[src/rtl/ldpc_io_pkg.sv]
// ldpc_io_pkg: shared types and constants for the LDPC decoder I/O sequencer.
//   load_state_t : LLR load FSM states
//   read_state_t : hard-decision scan FSM states
//   FRAME_LLRS   : LLRs per frame (L*K*K)
//   SCAN_STEPS   : column reads per frame scan (L*K)
//   onehot()     : one-hot PE select of width K*K
package ldpc_io_pkg;
  localparam int LDPC_L             = 32;
  localparam int LDPC_K             = 6;
  localparam int LDPC_ADDR_WIDTH    = 5;
  localparam int LDPC_MESSAGE_WIDTH = 5;
  localparam int LDPC_DROP_FRAMES   = 2;
  localparam int FRAME_LLRS         = LDPC_L * LDPC_K * LDPC_K;
  localparam int SCAN_STEPS         = LDPC_L * LDPC_K;

  typedef enum logic [1:0] {L_IDLE, L_LOAD, L_WAIT} load_state_t;
  typedef enum logic [1:0] {R_IDLE, R_SEL, R_CAPT, R_OUT} read_state_t;

  function automatic logic [LDPC_K*LDPC_K-1:0] onehot(input int unsigned idx);
    logic [LDPC_K*LDPC_K-1:0] one;
    one    = '0;
    one[0] = 1'b1;
    return one << idx;
  endfunction
endpackage

[src/rtl/ldpc_io_sequencer_if.sv]
// ldpc_io_sequencer_if: all non-clock signals of the sequencer.
//   s_*            : LLR input stream (valid/ready)
//   ext_reset/en/pe_select/int_in/load_add_in : decoder load side
//   f_id/read_add_in/column_select/dec_out_fin : decoder readback side
//   m_*            : hard-decision output stream (valid/ready)
//   err_len        : sticky frame-length error
// master = sequencer, slave = surrounding logic.
interface ldpc_io_sequencer_if #(
  parameter int K             = ldpc_io_pkg::LDPC_K,
  parameter int ADDR_WIDTH    = ldpc_io_pkg::LDPC_ADDR_WIDTH,
  parameter int MESSAGE_WIDTH = ldpc_io_pkg::LDPC_MESSAGE_WIDTH
);
  logic                     s_valid, s_ready, s_last;
  logic [MESSAGE_WIDTH-1:0] s_llr;
  logic                     ext_reset, en;
  logic [K*K-1:0]           pe_select;
  logic [MESSAGE_WIDTH-1:0] int_in;
  logic [ADDR_WIDTH-1:0]    load_add_in;
  logic                     f_id;
  logic [ADDR_WIDTH-1:0]    read_add_in;
  logic [K-1:0]             column_select;
  logic [K*K-1:0]           dec_out_fin;
  logic                     m_valid, m_ready;
  logic [K*K-1:0]           m_data;
  logic [ADDR_WIDTH-1:0]    m_addr;
  logic                     err_len;

  modport master (
    input  s_valid, s_llr, s_last, f_id, dec_out_fin, m_ready,
    output s_ready, ext_reset, en, pe_select, int_in, load_add_in,
           read_add_in, column_select, m_valid, m_data, m_addr, err_len
  );
  modport slave (
    output s_valid, s_llr, s_last, f_id, dec_out_fin, m_ready,
    input  s_ready, ext_reset, en, pe_select, int_in, load_add_in,
           read_add_in, column_select, m_valid, m_data, m_addr, err_len
  );
endinterface

[src/rtl/ldpc_hd_reader.sv]
// ldpc_hd_reader: scans decoder hard decisions after each completed frame.
// For every address it steps column_select through all K columns, captures
// dec_out_fin on the last column and offers it as one m_data word. The first
// DROP_FRAMES scans after reset are walked silently (decoder pipeline fill).
//   f_tog        : completed-frame pulse from the f_id edge detector
//   read_add_in/column_select : decoder read address / one-hot column
//   m_valid/m_ready/m_data/m_addr : output word stream
module ldpc_hd_reader
  import ldpc_io_pkg::*;
#(
  parameter int L           = LDPC_L,
  parameter int K           = LDPC_K,
  parameter int ADDR_WIDTH  = LDPC_ADDR_WIDTH,
  parameter int DROP_FRAMES = LDPC_DROP_FRAMES  // must be >= 1
) (
  input  logic                  clk,
  input  logic                  reset,
  input  logic                  f_tog,
  input  logic [K*K-1:0]        dec_out_fin,
  input  logic                  m_ready,
  output logic [ADDR_WIDTH-1:0] read_add_in,
  output logic [K-1:0]          column_select,
  output logic                  m_valid,
  output logic [K*K-1:0]        m_data,
  output logic [ADDR_WIDTH-1:0] m_addr
);
  localparam int COL_W  = $clog2(K);
  localparam int DROP_W = $clog2(DROP_FRAMES + 1);

  read_state_t           rs, rs_nxt;
  logic [ADDR_WIDTH-1:0] addr;   // j / K
  logic [COL_W-1:0]      col;    // j % K
  logic [DROP_W-1:0]     drop;
  logic                  dropping, last_col, last_addr, advance;

  assign dropping      = (drop != '0);
  assign last_col      = (col == COL_W'(K-1));
  assign last_addr     = (addr == ADDR_WIDTH'(L-1));
  // dropped frames advance without waiting for the consumer
  assign advance       = (rs == R_OUT) && (dropping || m_ready);
  assign m_valid       = (rs == R_OUT) && !dropping;
  assign read_add_in   = addr;
  assign column_select = (rs == R_SEL || rs == R_CAPT) ?
                         ({{(K-1){1'b0}}, 1'b1} << col) : '0;

  always_comb begin
    rs_nxt = rs;
    case (rs)
      R_IDLE:  if (f_tog) rs_nxt = R_SEL;
      R_SEL:   rs_nxt = R_CAPT;
      R_CAPT:  rs_nxt = last_col ? R_OUT : R_SEL;
      R_OUT:   if (advance) rs_nxt = last_addr ? R_IDLE : R_SEL;
      default: rs_nxt = R_IDLE;
    endcase
  end

  always_ff @(posedge clk or negedge reset) begin
    if (!reset) begin
      rs     <= R_IDLE;
      addr   <= '0;
      col    <= '0;
      drop   <= DROP_W'(DROP_FRAMES);
      m_data <= '0;
      m_addr <= '0;
    end else begin
      rs <= rs_nxt;
      if (rs == R_CAPT) begin
        if (last_col) begin
          m_data <= dec_out_fin;
          m_addr <= addr;
        end else begin
          col <= col + 1'b1;
        end
      end
      if (advance) begin
        col  <= '0;
        addr <= last_addr ? '0 : addr + 1'b1;
        if (last_addr && dropping) drop <= drop - 1'b1;
      end
    end
  end
endmodule

[src/rtl/ldpc_io_sequencer.sv]
// ldpc_io_sequencer: front/back end for LDPC_Decoder.
// Load side: takes L*K*K LLRs per frame and writes them, one per cycle with
// one cycle of latency, to PE i/L at address i%L. A frame begins with an
// ext_reset pulse; after the frame the FSM waits for the decoder's f_id
// toggle before accepting the next one. Read side lives in ldpc_hd_reader.
//   clk, reset (async active-low), io (ldpc_io_sequencer_if.master)
module ldpc_io_sequencer
  import ldpc_io_pkg::*;
#(
  parameter int L             = LDPC_L,
  parameter int K             = LDPC_K,
  parameter int ADDR_WIDTH    = LDPC_ADDR_WIDTH,  // log2(L), L a power of two
  parameter int MESSAGE_WIDTH = LDPC_MESSAGE_WIDTH,
  parameter int DROP_FRAMES   = LDPC_DROP_FRAMES
) (
  input  logic                clk,
  input  logic                reset,
  ldpc_io_sequencer_if.master io
);
  localparam int FRAME_N = L * K * K;
  localparam int CNT_W   = $clog2(FRAME_N);

  load_state_t              ls, ls_nxt;
  logic [CNT_W-1:0]         cnt;
  logic                     f_id_q, f_tog, accept, last_idx, start;
  logic                     ext_reset_q, en_q, err_q;
  logic [K*K-1:0]           pe_sel_q;
  logic [MESSAGE_WIDTH-1:0] int_q;
  logic [ADDR_WIDTH-1:0]    load_add_q;

  assign f_tog    = io.f_id ^ f_id_q;
  assign io.s_ready = (ls == L_LOAD);
  assign accept   = io.s_valid & io.s_ready;
  assign last_idx = (cnt == CNT_W'(FRAME_N-1));
  assign start    = (ls == L_IDLE) && io.s_valid;

  assign io.ext_reset   = ext_reset_q;
  assign io.en          = en_q;
  assign io.pe_select   = pe_sel_q;
  assign io.int_in      = int_q;
  assign io.load_add_in = load_add_q;
  assign io.err_len     = err_q;

  // a toggle arriving with the last accept is deliberately not seen by
  // L_LOAD, so the FSM then waits for the following toggle
  always_comb begin
    ls_nxt = ls;
    case (ls)
      L_IDLE:  if (io.s_valid) ls_nxt = L_LOAD;
      L_LOAD:  if (accept && (last_idx || io.s_last)) ls_nxt = L_WAIT;
      L_WAIT:  if (f_tog) ls_nxt = L_IDLE;
      default: ls_nxt = L_IDLE;
    endcase
  end

  always_ff @(posedge clk or negedge reset) begin
    if (!reset) begin
      ls          <= L_IDLE;
      cnt         <= '0;
      f_id_q      <= 1'b0;
      ext_reset_q <= 1'b0;
      en_q        <= 1'b0;
      err_q       <= 1'b0;
      pe_sel_q    <= '0;
      int_q       <= '0;
      load_add_q  <= '0;
    end else begin
      ls          <= ls_nxt;
      f_id_q      <= io.f_id;
      ext_reset_q <= start;
      if (start) en_q <= 1'b1;
      pe_sel_q <= '0;
      if (accept) begin
        // L is a power of two: PE index and address are bit fields of cnt
        pe_sel_q   <= onehot(32'(cnt >> ADDR_WIDTH));
        load_add_q <= cnt[ADDR_WIDTH-1:0];
        int_q      <= io.s_llr;
        cnt        <= (last_idx || io.s_last) ? '0 : cnt + 1'b1;
        // s_last early, or missing on the final index
        if (last_idx != io.s_last) err_q <= 1'b1;
      end
    end
  end

  ldpc_hd_reader #(
    .L(L), .K(K), .ADDR_WIDTH(ADDR_WIDTH), .DROP_FRAMES(DROP_FRAMES)
  ) u_hd (
    .clk           (clk),
    .reset         (reset),
    .f_tog         (f_tog),
    .dec_out_fin   (io.dec_out_fin),
    .m_ready       (io.m_ready),
    .read_add_in   (io.read_add_in),
    .column_select (io.column_select),
    .m_valid       (io.m_valid),
    .m_data        (io.m_data),
    .m_addr        (io.m_addr)
  );
endmodule

[src/flat_wrapper.sv]
// flat-port wrapper written by rule: the top's interface ports become plain ports
module ldpc_io_sequencer_flat import ldpc_io_pkg::*;
#(
  parameter int L             = LDPC_L,
  parameter int K             = LDPC_K,
  parameter int ADDR_WIDTH    = LDPC_ADDR_WIDTH,                              
  parameter int MESSAGE_WIDTH = LDPC_MESSAGE_WIDTH,
  parameter int DROP_FRAMES   = LDPC_DROP_FRAMES
)
  (clk, reset, io_s_valid, io_s_llr, io_s_last, io_f_id, io_dec_out_fin, io_m_ready, io_s_ready, io_ext_reset, io_en, io_pe_select, io_int_in, io_load_add_in, io_read_add_in, io_column_select, io_m_valid, io_m_data, io_m_addr, io_err_len);
  ldpc_io_sequencer_if #(.K(K), .ADDR_WIDTH(ADDR_WIDTH), .MESSAGE_WIDTH(MESSAGE_WIDTH)) io_i ();
  input  logic clk;
  input  logic reset;
  input wire logic [$bits(io_i.s_valid)-1:0] io_s_valid;
  input wire logic [$bits(io_i.s_llr)-1:0] io_s_llr;
  input wire logic [$bits(io_i.s_last)-1:0] io_s_last;
  input wire logic [$bits(io_i.f_id)-1:0] io_f_id;
  input wire logic [$bits(io_i.dec_out_fin)-1:0] io_dec_out_fin;
  input wire logic [$bits(io_i.m_ready)-1:0] io_m_ready;
  output wire logic [$bits(io_i.s_ready)-1:0] io_s_ready;
  output wire logic [$bits(io_i.ext_reset)-1:0] io_ext_reset;
  output wire logic [$bits(io_i.en)-1:0] io_en;
  output wire logic [$bits(io_i.pe_select)-1:0] io_pe_select;
  output wire logic [$bits(io_i.int_in)-1:0] io_int_in;
  output wire logic [$bits(io_i.load_add_in)-1:0] io_load_add_in;
  output wire logic [$bits(io_i.read_add_in)-1:0] io_read_add_in;
  output wire logic [$bits(io_i.column_select)-1:0] io_column_select;
  output wire logic [$bits(io_i.m_valid)-1:0] io_m_valid;
  output wire logic [$bits(io_i.m_data)-1:0] io_m_data;
  output wire logic [$bits(io_i.m_addr)-1:0] io_m_addr;
  output wire logic [$bits(io_i.err_len)-1:0] io_err_len;
  assign io_i.s_valid = io_s_valid;
  assign io_i.s_llr = io_s_llr;
  assign io_i.s_last = io_s_last;
  assign io_i.f_id = io_f_id;
  assign io_i.dec_out_fin = io_dec_out_fin;
  assign io_i.m_ready = io_m_ready;
  assign io_s_ready = io_i.s_ready;
  assign io_ext_reset = io_i.ext_reset;
  assign io_en = io_i.en;
  assign io_pe_select = io_i.pe_select;
  assign io_int_in = io_i.int_in;
  assign io_load_add_in = io_i.load_add_in;
  assign io_read_add_in = io_i.read_add_in;
  assign io_column_select = io_i.column_select;
  assign io_m_valid = io_i.m_valid;
  assign io_m_data = io_i.m_data;
  assign io_m_addr = io_i.m_addr;
  assign io_err_len = io_i.err_len;
  ldpc_io_sequencer #(.L(L), .K(K), .ADDR_WIDTH(ADDR_WIDTH), .MESSAGE_WIDTH(MESSAGE_WIDTH), .DROP_FRAMES(DROP_FRAMES)) u_core (.clk(clk), .reset(reset), .io(io_i));
endmodule
[config.mk]
export PLATFORM = sky130hd
export DESIGN_NAME = ldpc_io_sequencer_flat
export DESIGN_NICKNAME = d
export VERILOG_FILES = /design/src/rtl/ldpc_io_pkg.sv /design/src/rtl/ldpc_io_sequencer_if.sv /design/src/rtl/ldpc_hd_reader.sv /design/src/rtl/ldpc_io_sequencer.sv /design/src/flat_wrapper.sv
export SDC_FILE = /design/constraint.sdc
export NUM_CORES = 1
export LEC_CHECK = 0
export BUFFER_PORTS_ARGS = -buffer_cell sky130_fd_sc_hd__buf_2
export CAP_MARGIN = 15
export CORE_UTILIZATION = 50
export CTS_CLUSTER_DIAMETER = 120
export CTS_CLUSTER_SIZE = 28
export DETAILED_ROUTE_END_ITERATION = 8
export GPL_ROUTABILITY_DRIVEN = 0
export GPL_TIMING_DRIVEN = 0
export PLACE_DENSITY = 0.91
export SYNTH_ARGS = -nofsm -noshare
export SYNTH_HDL_FRONTEND = slang
export SYNTH_SLANG_ARGS = --single-unit
[constraint.sdc]
create_clock -name clk -period 2.4 [get_ports clk]
set_input_delay 0 -clock clk [delete_from_list [all_inputs] [get_ports clk]]
set_output_delay 0 -clock clk [all_outputs]
set_load 0.005 [all_outputs]
# ---- After elaboration in Yosys (flattened, before gate mapping)
# Index checks and enable logic that the tools add are counted.
dict set report totals {
  register_bits 116
  inputBits 47
}
dict set report op_classes {
  n_reduce_logical 19
  add_sub_neg 4
  n_shift 2
  eq_ne 15
  mux 16
  n_bitwise 2
}
# op count
set ops {}
lappend ops {{36-bit 2-to-1 mux} 1}
lappend ops {{1-bit by 6-bit left shift with 36-bit output (first input constant)} 1}
lappend ops {{2-bit 2-to-1 mux} 6}
lappend ops {{11-bit by 1-bit adder with 11-bit output (second input constant)} 1}
lappend ops {{11-bit equality test (second input constant)} 1}
lappend ops {{11-bit 2-to-1 mux} 1}
lappend ops {{2-bit AND reduction} 5}
lappend ops {{3-bit 2-to-1 mux} 3}
lappend ops {{2-bit one-hot mux with 4 select lines} 1}
lappend ops {{2-bit equality test (second input constant)} 3}
lappend ops {{6-bit 2-to-1 mux} 1}
lappend ops {{2-bit by 1-bit inequality test with 1-bit output (second input constant)} 3}
lappend ops {{2-bit inequality test (second input constant)} 3}
lappend ops {{2-bit one-hot mux with 3 select lines} 1}
lappend ops {{1-bit by 3-bit left shift with 6-bit output (first input constant)} 1}
lappend ops {{5-bit by 1-bit adder with 5-bit output (second input constant)} 1}
lappend ops {{5-bit equality test (second input constant)} 1}
lappend ops {{1-bit logical AND} 5}
lappend ops {{5-bit 2-to-1 mux} 1}
lappend ops {{2-bit by 1-bit equality test with 1-bit output (second input constant)} 2}
lappend ops {{2-bit logical NOT} 2}
lappend ops {{2-bit nonzero test} 2}
lappend ops {{3-bit by 1-bit adder with 3-bit output (second input constant)} 1}
lappend ops {{3-bit equality test (second input constant)} 1}
lappend ops {{other kinds (8)} 10}

# ---- Logic depth before layout (Yosys ltp)
# Gate-level depths: netlist (run 1).
dict set report logic_depth {
  depth_word 5
  mapped_depth 7
  mapped_depth_nobuf 7
}

# ---- By module
# From an unflattened synthesis (run 1), not the netlist that was laid out.
dict set report hier_totals {
  cells_unflattened 393
  area_unflattened_um2 4855.9
}
# module cells_per_inst n_inst seq_area_each_um2 area_per_inst_um2
set modules_own_cells {}
lappend modules_own_cells {ldpc_hd_reader 168 1 1327.5 2451.1}
lappend modules_own_cells {ldpc_io_sequencer 225 1 1576.5 2404.8}

# ---- Worst setup path after synthesis (run 1)
# No wires, ideal clock.
dict set report synth_timing {
  path_kind {register to register}
  from {reg u_core.cnt[0]}
  to {reg u_core.cnt[10]}
  n_path_buf 0
  arrival_ps 1750
  setup_slack_ps 568
  path_stages_with_launch 8
  synth_period_minus_slack_ps 1832
  t_required_ps 2317
  setup_time_ps 83
  cell_sequence {dfrtp_1 ha_1 and4_1 nand3_1 ha_1 nand2_4 or4_1 o21ai_0}
}
dict set report synth_via {
  elab_chain_cells 3
}
# item line
set synth_lines {}
lappend synth_lines {{start: declaration} ldpc_io_sequencer.sv:24} ;# logic [CNT_W-1:0] cnt;
lappend synth_lines {{start signal: assignment} ldpc_io_sequencer.sv:78} ;# cnt <= (last_idx || io.s_last) ? '0 : cnt + 1'b1;
lappend synth_lines {{parallel branches: the longest is 2 deep, another holds 11-bit by 1-bit adder with 11-bit output} n/a}
lappend synth_lines {{11-bit 2-to-1 mux *} ldpc_io_sequencer.sv:78}
# Every way passes the cells marked *.
# A chain may end at the register's enable or synchronous reset.

# ---- Final worst setup path (run 1)
dict set report layout_timing {
  from {reg u_core.cnt[0]}
  to {reg u_core.cnt[9]}
}
# The elaborated chain is that of the path after synthesis.

==> reports/metrics.yaml, run 1 <==
ir_worst_vdd_v: 0.000762
cts_resized: 0
yosys.cell_types.count: 38
max_stage_delay_ns: 0.43
syn_nets: 451
rr_worst_depth: 7
cp_top_family: "adder cells"
path_clk_slew_ns: 0.06
power.leakage_nw: 3.34
cts_buffers: 17
pin_count: 150
drv_slew: 0
start_util_pct: 52.6
drive_above_1_share_pct: 38.3
fin_nets: 665
wl_um: 12500
die-width_um: 98.5
viasPerCell: 5.26
fp.dieH_um: 98.5
syn_inst: 391
wl_per_cell_um: 17.2
antenna_found_initial: 0
cts_max_level: 4
finalClockSkew_ns: 0.00718
power_w: 0.00712
startpoint_type: "register"
antenna_left: 0
cts_setup_buffers: 0
status: "finished, violations left"
dieArea_um2: 9700
clock_latency_ns: 0.50
dp_hpwl_um: 7400
r2r-start: "u_core.cnt[0]$_DFFE_PN0N_"
grt_pass1_vias: 4047
netlist_area_um2: 4660
finalSetupTns_ns: 0
core_um2: 8850
syn_avg_cell_area_um2: 11.9
min_path_cells: 5
worstPathRequired_ns: 2.81
violations: "DRC"
crit_buf_inv: 1
cts_sinks: 116
slew_headroom_pct: 57.2
r2r-end: "u_core.cnt[9]$_DFFE_PN0N_"
tightestPinTransition_ns: 0.642
std_cell_rows: 34
cts_hold_buffers: 45
min_period_ns: 2.16
crit_chain: "ha_1, and4_1, nand3_1, ha_1, clkbuf_1, o21ai_0, o21ai_0"
grt_overflow: 0
diodes: 0
yosys_warnings: 0
powerDensity_nw_per_um2: 1070
r2r_setup_slack_ns: 0.24
grt_pass1_wl_um: 20400
clock.fmax_mhz: 462
worstSetupStartpoint: "u_core.cnt[0]$_DFFE_PN0N_"
drcViolationCount: 14
clockBufferDepth: 2
grt_max_degree: 70
critPathKind: "register to register"
yosysSeqAreaShare_pct: 62.4
hp-class: "primary input to register"
min-delay-start: "io_m_ready"
area_delta_synth_final_pct: 42.2
crit_arrival_ns: 2.57
routed-via-count: 3822
cpMaxStageDelayCell: "dfrtp_1"
drt-pass1-iter-count: 8
root_buffer: "clkbuf_8"
groute.usage.overall_pct: 27.8
endpoint_kind: "register"
cts_tree: "done"
finalCritPeriodShare_pct: 90.1
path_max_fanout: 10
port_buffers: 149
maxCapViolCount: 0
setup_violations: 0
hold_viol: 0
min_to: "u_core.u_hd.rs[0]$_DFFE_PN0P_"
drt_iter0_drc: 148
rsz0062_at_grt: "no"
synth-seq-cells: 116
## sequential cells by signal, summed over array words and instances (netlist names), 3 cells and up
signal                   count
u_core.io.pe_select         36
u_core.u_hd.m_addr           5
u_core.io.load_add_in        5
u_core.u_hd.col              3
u_core.io.int_in             5
u_core.u_hd.read_add_in      5
u_core.cnt                  11
u_core.u_hd.m_data          36
## through the flow
step | hold slack [ns] | std cells | setup WS (ns) | util [%] | cell area, um2
CTS | 0.0324 | 726 | 0.250 | 74.8 | 6620
finish | 0.0537 | 726 | 0.237 | 74.8 | 6620
global route | 0.106 | 726 | 0.106 | 74.8 | 6620
global placement | 0.135 | 648 | 0.105 | 62.6 | 5540
floorplan | -0.296 | 391 | 0.568 | - | 4660
detailed placement | 0.0688 | 649 | 0.276 | 62.9 | 5570
## cells in the final DEF (no fill, tap or decap), types with 2 or more instances in the layout
cell type and n:
nor3b_1 2, or3_1 6, nand2_1 51, dlygate4sd3_1 45, and3_1 4, nor2b_1 4
or2_2 2, clkbuf_8 2, or4_1 4, nand4_1 4, bufinv_16 3, buf_2 155
nor3_1 13, dfrtp_1 115, xnor2_1 4, nor4_1 8, nor2_1 28, inv_6 3
nand3_1 9, mux2_2 41, ha_1 13, a21oi_1 7, clkbuf_1 7, nand2b_1 6
clkinvlp_4 6, inv_1 14, clkbuf_16 16, and2_1 5, o21ai_0 19, nand3b_1 4
## per-layer routing
layer	vias to the layer above	track usage (%)	wire length (um)
li1	1769	-	-
met1	1885	31.5	4800
met2	142	50.5	6810
met3	26	6.31	574
met4	0	11.9	306
met5	-	0	0
## worst max path at each step
stage          slack (ns)  cells past startpoint                         endpoint
2_1_floorplan        0.57                      7       u_core.cnt[10]$_DFFE_PN0N_
3_3_place_gp         0.10                      1  u_core.io.int_in[3]$_DFFE_PN0N_
3_5_place_dp         0.28                      7        u_core.cnt[9]$_DFFE_PN0N_
4_1_cts              0.25                      7        u_core.cnt[9]$_DFFE_PN0N_
5_1_grt              0.11                      7        u_core.cnt[9]$_DFFE_PN0N_
6_report             0.24                      7        u_core.cnt[9]$_DFFE_PN0N_
## where the power goes
part | switching (W) | leakage, nW | total, W | internal [W]
clock | 0.000938 | 0.276 | 0.00255 | 0.00162
sequential | 0.000364 | 1.48 | 0.00283 | 0.00246
combinational | 0.000830 | 1.58 | 0.00174 | 0.000906
total | 0.00213 | 3.34 | 0.00712 | 0.00498
## worst register-to-register path: stages, from the launching register on
cell      delay (ns)
dfrtp_1         0.43
ha_1            0.27
and4_1          0.24
nand3_1         0.13
ha_1            0.25
clkbuf_1        0.41
o21ai_0         0.16
o21ai_0         0.19
## synthesized netlist by cell type
cell	count	area (um2)
a21o_1	1	7.51
a21oi_1	7	35.0
a221o_1	1	10.0
a2bb2oi_1	1	8.76
a31o_2	1	8.76
a31oi_1	1	6.26
and2_0	1	6.26
and2_1	5	31.3
and3_1	4	25.0
and3b_1	1	8.76
and4_1	1	8.76
buf_2	7	35.0
buf_6	1	11.3
clkbuf_1	7	26.3
dfrtp_1	115	2880
dfstp_2	1	26.3
ha_1	13	163
inv_1	14	52.6
mux2_2	41	462
nand2_1	51	191
nand2_4	1	11.3
nand2b_1	6	37.5
nand3_1	9	45.0
nand3b_1	4	30.0
nand3b_4	1	20.0
nand4_1	4	25.0
nor2_1	28	105
nor2b_1	4	25.0
nor3_1	13	65.1
nor3b_1	2	15.0
nor4_1	8	50.1
o211ai_1	1	7.51
o21ai_0	19	95.1
or2_2	2	12.5
or3_1	6	37.5
or4_1	4	30.0
xnor2_1	4	35.0
xor2_1	1	8.76
## cell type report
| class | instances | area, um2 |
|---|---|---|
| clock buffer | 18 | 428 |
| multi-input combinational | 246 | 1630 |
| timing repair buffer | 195 | 1230 |
| buffer | 15 | 72.6 |
| fill | 582 | 2230 |
| sequential | 116 | 2900 |
| inverter | 14 | 52.6 |
| clock inverter | 14 | 175 |
| tap | 108 | 135 |
## cells by family (layout without fill, tap and decap cells)
family	after synthesis	after routing	synth area share [%]
AND/OR/NAND/NOR	155	155	16.8
flip-flops	116	116	62.4
multiplexers	41	41	9.91
AO/OA/AOI/OAI	32	32	3.84
buffers and inverters	29	256	2.69
adder cells (fa/ha/maj)	13	13	3.49
XOR/XNOR	5	5	0.940
(Power assumes the default switching activity.)
==> run 2, diff against run 1 <==
- CORE_UTILIZATION: 50 -> 40
- PLACE_DENSITY: 0.91 -> 0.77
==> reports/metrics.yaml, run 2 (synthesis gave the netlist of run 1 again) <==
status: "finished, final reports clean"
rsz0062_at_grt: "no"
clock_latency_ns: 0.42  # -0.08 ns
drt-pass1-iter-count: 4  # -4
power.leakage_nw: 3.34  # +0.27%
startpoint_type: "register"
setup_violations: 0  # unchanged
drive_above_1_share_pct: 38.4  # +0.062 points
hp-class: "primary input to register"
antenna_left: 0  # unchanged
min_period_ns: 2.16  # -0.00783 ns
powerDensity_nw_per_um2: 1050  # -1.9%
r2r_setup_slack_ns: 0.24  # about the same
area_delta_synth_final_pct: 43.2
finalCritPeriodShare_pct: 89.8  # -0.33 points
grt_max_degree: 60  # -14%
seqCellArea_um2: 2900  # unchanged
clockBufferDepth: 2  # unchanged
power_w: 0.00703  # -1.2%
path_clk_slew_ns: 0.06  # about the same
cts_max_level: 4  # unchanged
port_buffers: 149  # unchanged
fillers: 942  # +62%
die-width_um: 110  # +12%
hold_viol: 0  # unchanged
viasPerCell: 4.81  # -8.7%
start_util_pct: 41.0  # -12 points
drcViolationCount: 0  # -14
slew_headroom_pct: 48.8  # -8.5 points
ir_worst_vdd_v: 0.000814  # +6.9%
endpoint_kind: "register"
dp_hpwl_um: 7140  # -3.6%
routed-via-count: 3653  # -4.4%
groute.usage.overall_pct: 18.4  # -9.4 points
final_common_cell: "buf_2"
fp.dieH_um: 110  # +12%
root_buffer: "clkbuf_16"
antenna_found_initial: 0  # unchanged
grt_pass1_vias: 3553  # -12%
finalSetupTns_ns: 0  # unchanged
finalClockSkew_ns: 0.00893  # +0.00176 ns
path_max_fanout: 10  # unchanged
cts_tree: "done"
cts_buffers: 17  # unchanged
dieArea_um2: 12100  # +24%
dp.cells: 684  # +5.4%
critPathKind: "register to register"
stdcell_count: 760  # +4.7%
maxCapViolCount: 0  # unchanged
clock.fmax_mhz: 464  # +0.36%
wl_um: 10600  # -15%
crit_arrival_ns: 2.48  # -0.09 ns
worstPathRequired_ns: 2.73  # -0.08 ns
core_um2: 11400  # +28%
grt_pass1_wl_um: 16500  # -19%
grt_overflow: 0  # unchanged
final_cell_mix: "155 x buf_2, 115 x dfrtp_1, 51 x nand2_1"
diodes: 0  # unchanged
cts_sinks: 116  # unchanged
fin_nets: 664  # -0.15%
pin_count: 150  # unchanged
tightestPinTransition_ns: 0.768  # +0.127 ns
drv_slew: 0  # unchanged
multi_input_area_um2: 1630  # unchanged
std_cell_rows: 39  # +15%
wl_per_cell_um: 13.9  # -19%
whs_ns: 0.00997  # -0.0437 ns
drt_iter0_drc: 174  # +18%
run 2: cell types whose count changed in the layout (fill, tap and decap cells not counted), sizes merged:
cell	previous run	this run
clkinv	2	4
clkinvlp	6	4
dlygate4sd3	45	44
run 2: worst max-delay path: stages (launching register included):
cell and delay (ns):
dfrtp_1 0.43, ha_1 0.27, and4_1 0.24, nand3_1 0.11, ha_1 0.24, clkbuf_1 0.42, o21ai_0 0.16, o21ai_0 0.19
run 2: through the flow:
stage | cell area (um2) | util [%] | worst slack (ns)
6_report | 6670 | 58.7 | 0.245
4_1_cts | 6670 | 58.7 | 0.235
2_1_floorplan | 4660 | - | 0.568
3_3_place_gp | 5580 | 49.1 | 0.0491
5_1_grt | 6670 | 58.7 | 0.0996
3_5_place_dp | 5610 | 49.4 | 0.254
run 2: report_power, final:
group | internal, W | switching, W
logic | 0.000900 | 0.000761
registers | 0.00246 | 0.000323
clock network | 0.00167 | 0.000918
run 2: final timing paths:
kind,start,endpoint,depth (start not counted)
max,u_core.cnt[0]$_DFFE_PN0N_,u_core.cnt[9]$_DFFE_PN0N_,7
min,io_s_last,u_core.io.err_len$_DFFE_PN0P_,4
max reg2reg,u_core.cnt[0]$_DFFE_PN0N_,u_core.cnt[9]$_DFFE_PN0N_,7
min reg2reg,u_core.io.err_len$_DFFE_PN0P_,u_core.io.err_len$_DFFE_PN0P_,1
max in group asynchronous,reset,u_core.u_hd.m_addr[1]$_DFFE_PN0P_,3
min in group asynchronous,reset,u_core.io.pe_select[28]$_DFF_PN0_,2
run 2: metal layers:
layer	track usage [%]	vias to the layer above	part of all wire (%)
li1	-	1765	-
met1	22.1	1732	43
met2	29.6	130	48
met3	5.63	26	6.0
met4	9.71	0	2.4
met5	0	-	0
run 2: what timing repair did:
item,CTS,global route
gates resized for setup,0,0
setup buffers,0,0
hold endpoints to repair,100,0
hold buffers,44,0
run 2: layout make-up:
| type | count | share of cell area [%] |
|---|---|---|
| Buffer | 15 | 1.09 |
| Sequential cell | 116 | 43.5 |
| Inverter | 14 | 0.788 |
| Multi-Input combinational cell | 246 | 24.4 |
| Timing Repair Buffer | 194 | 18.2 |
| Clock inverter | 14 | 2.66 |
| Clock buffer | 18 | 6.59 |
| Tap cell | 143 | 2.68 |
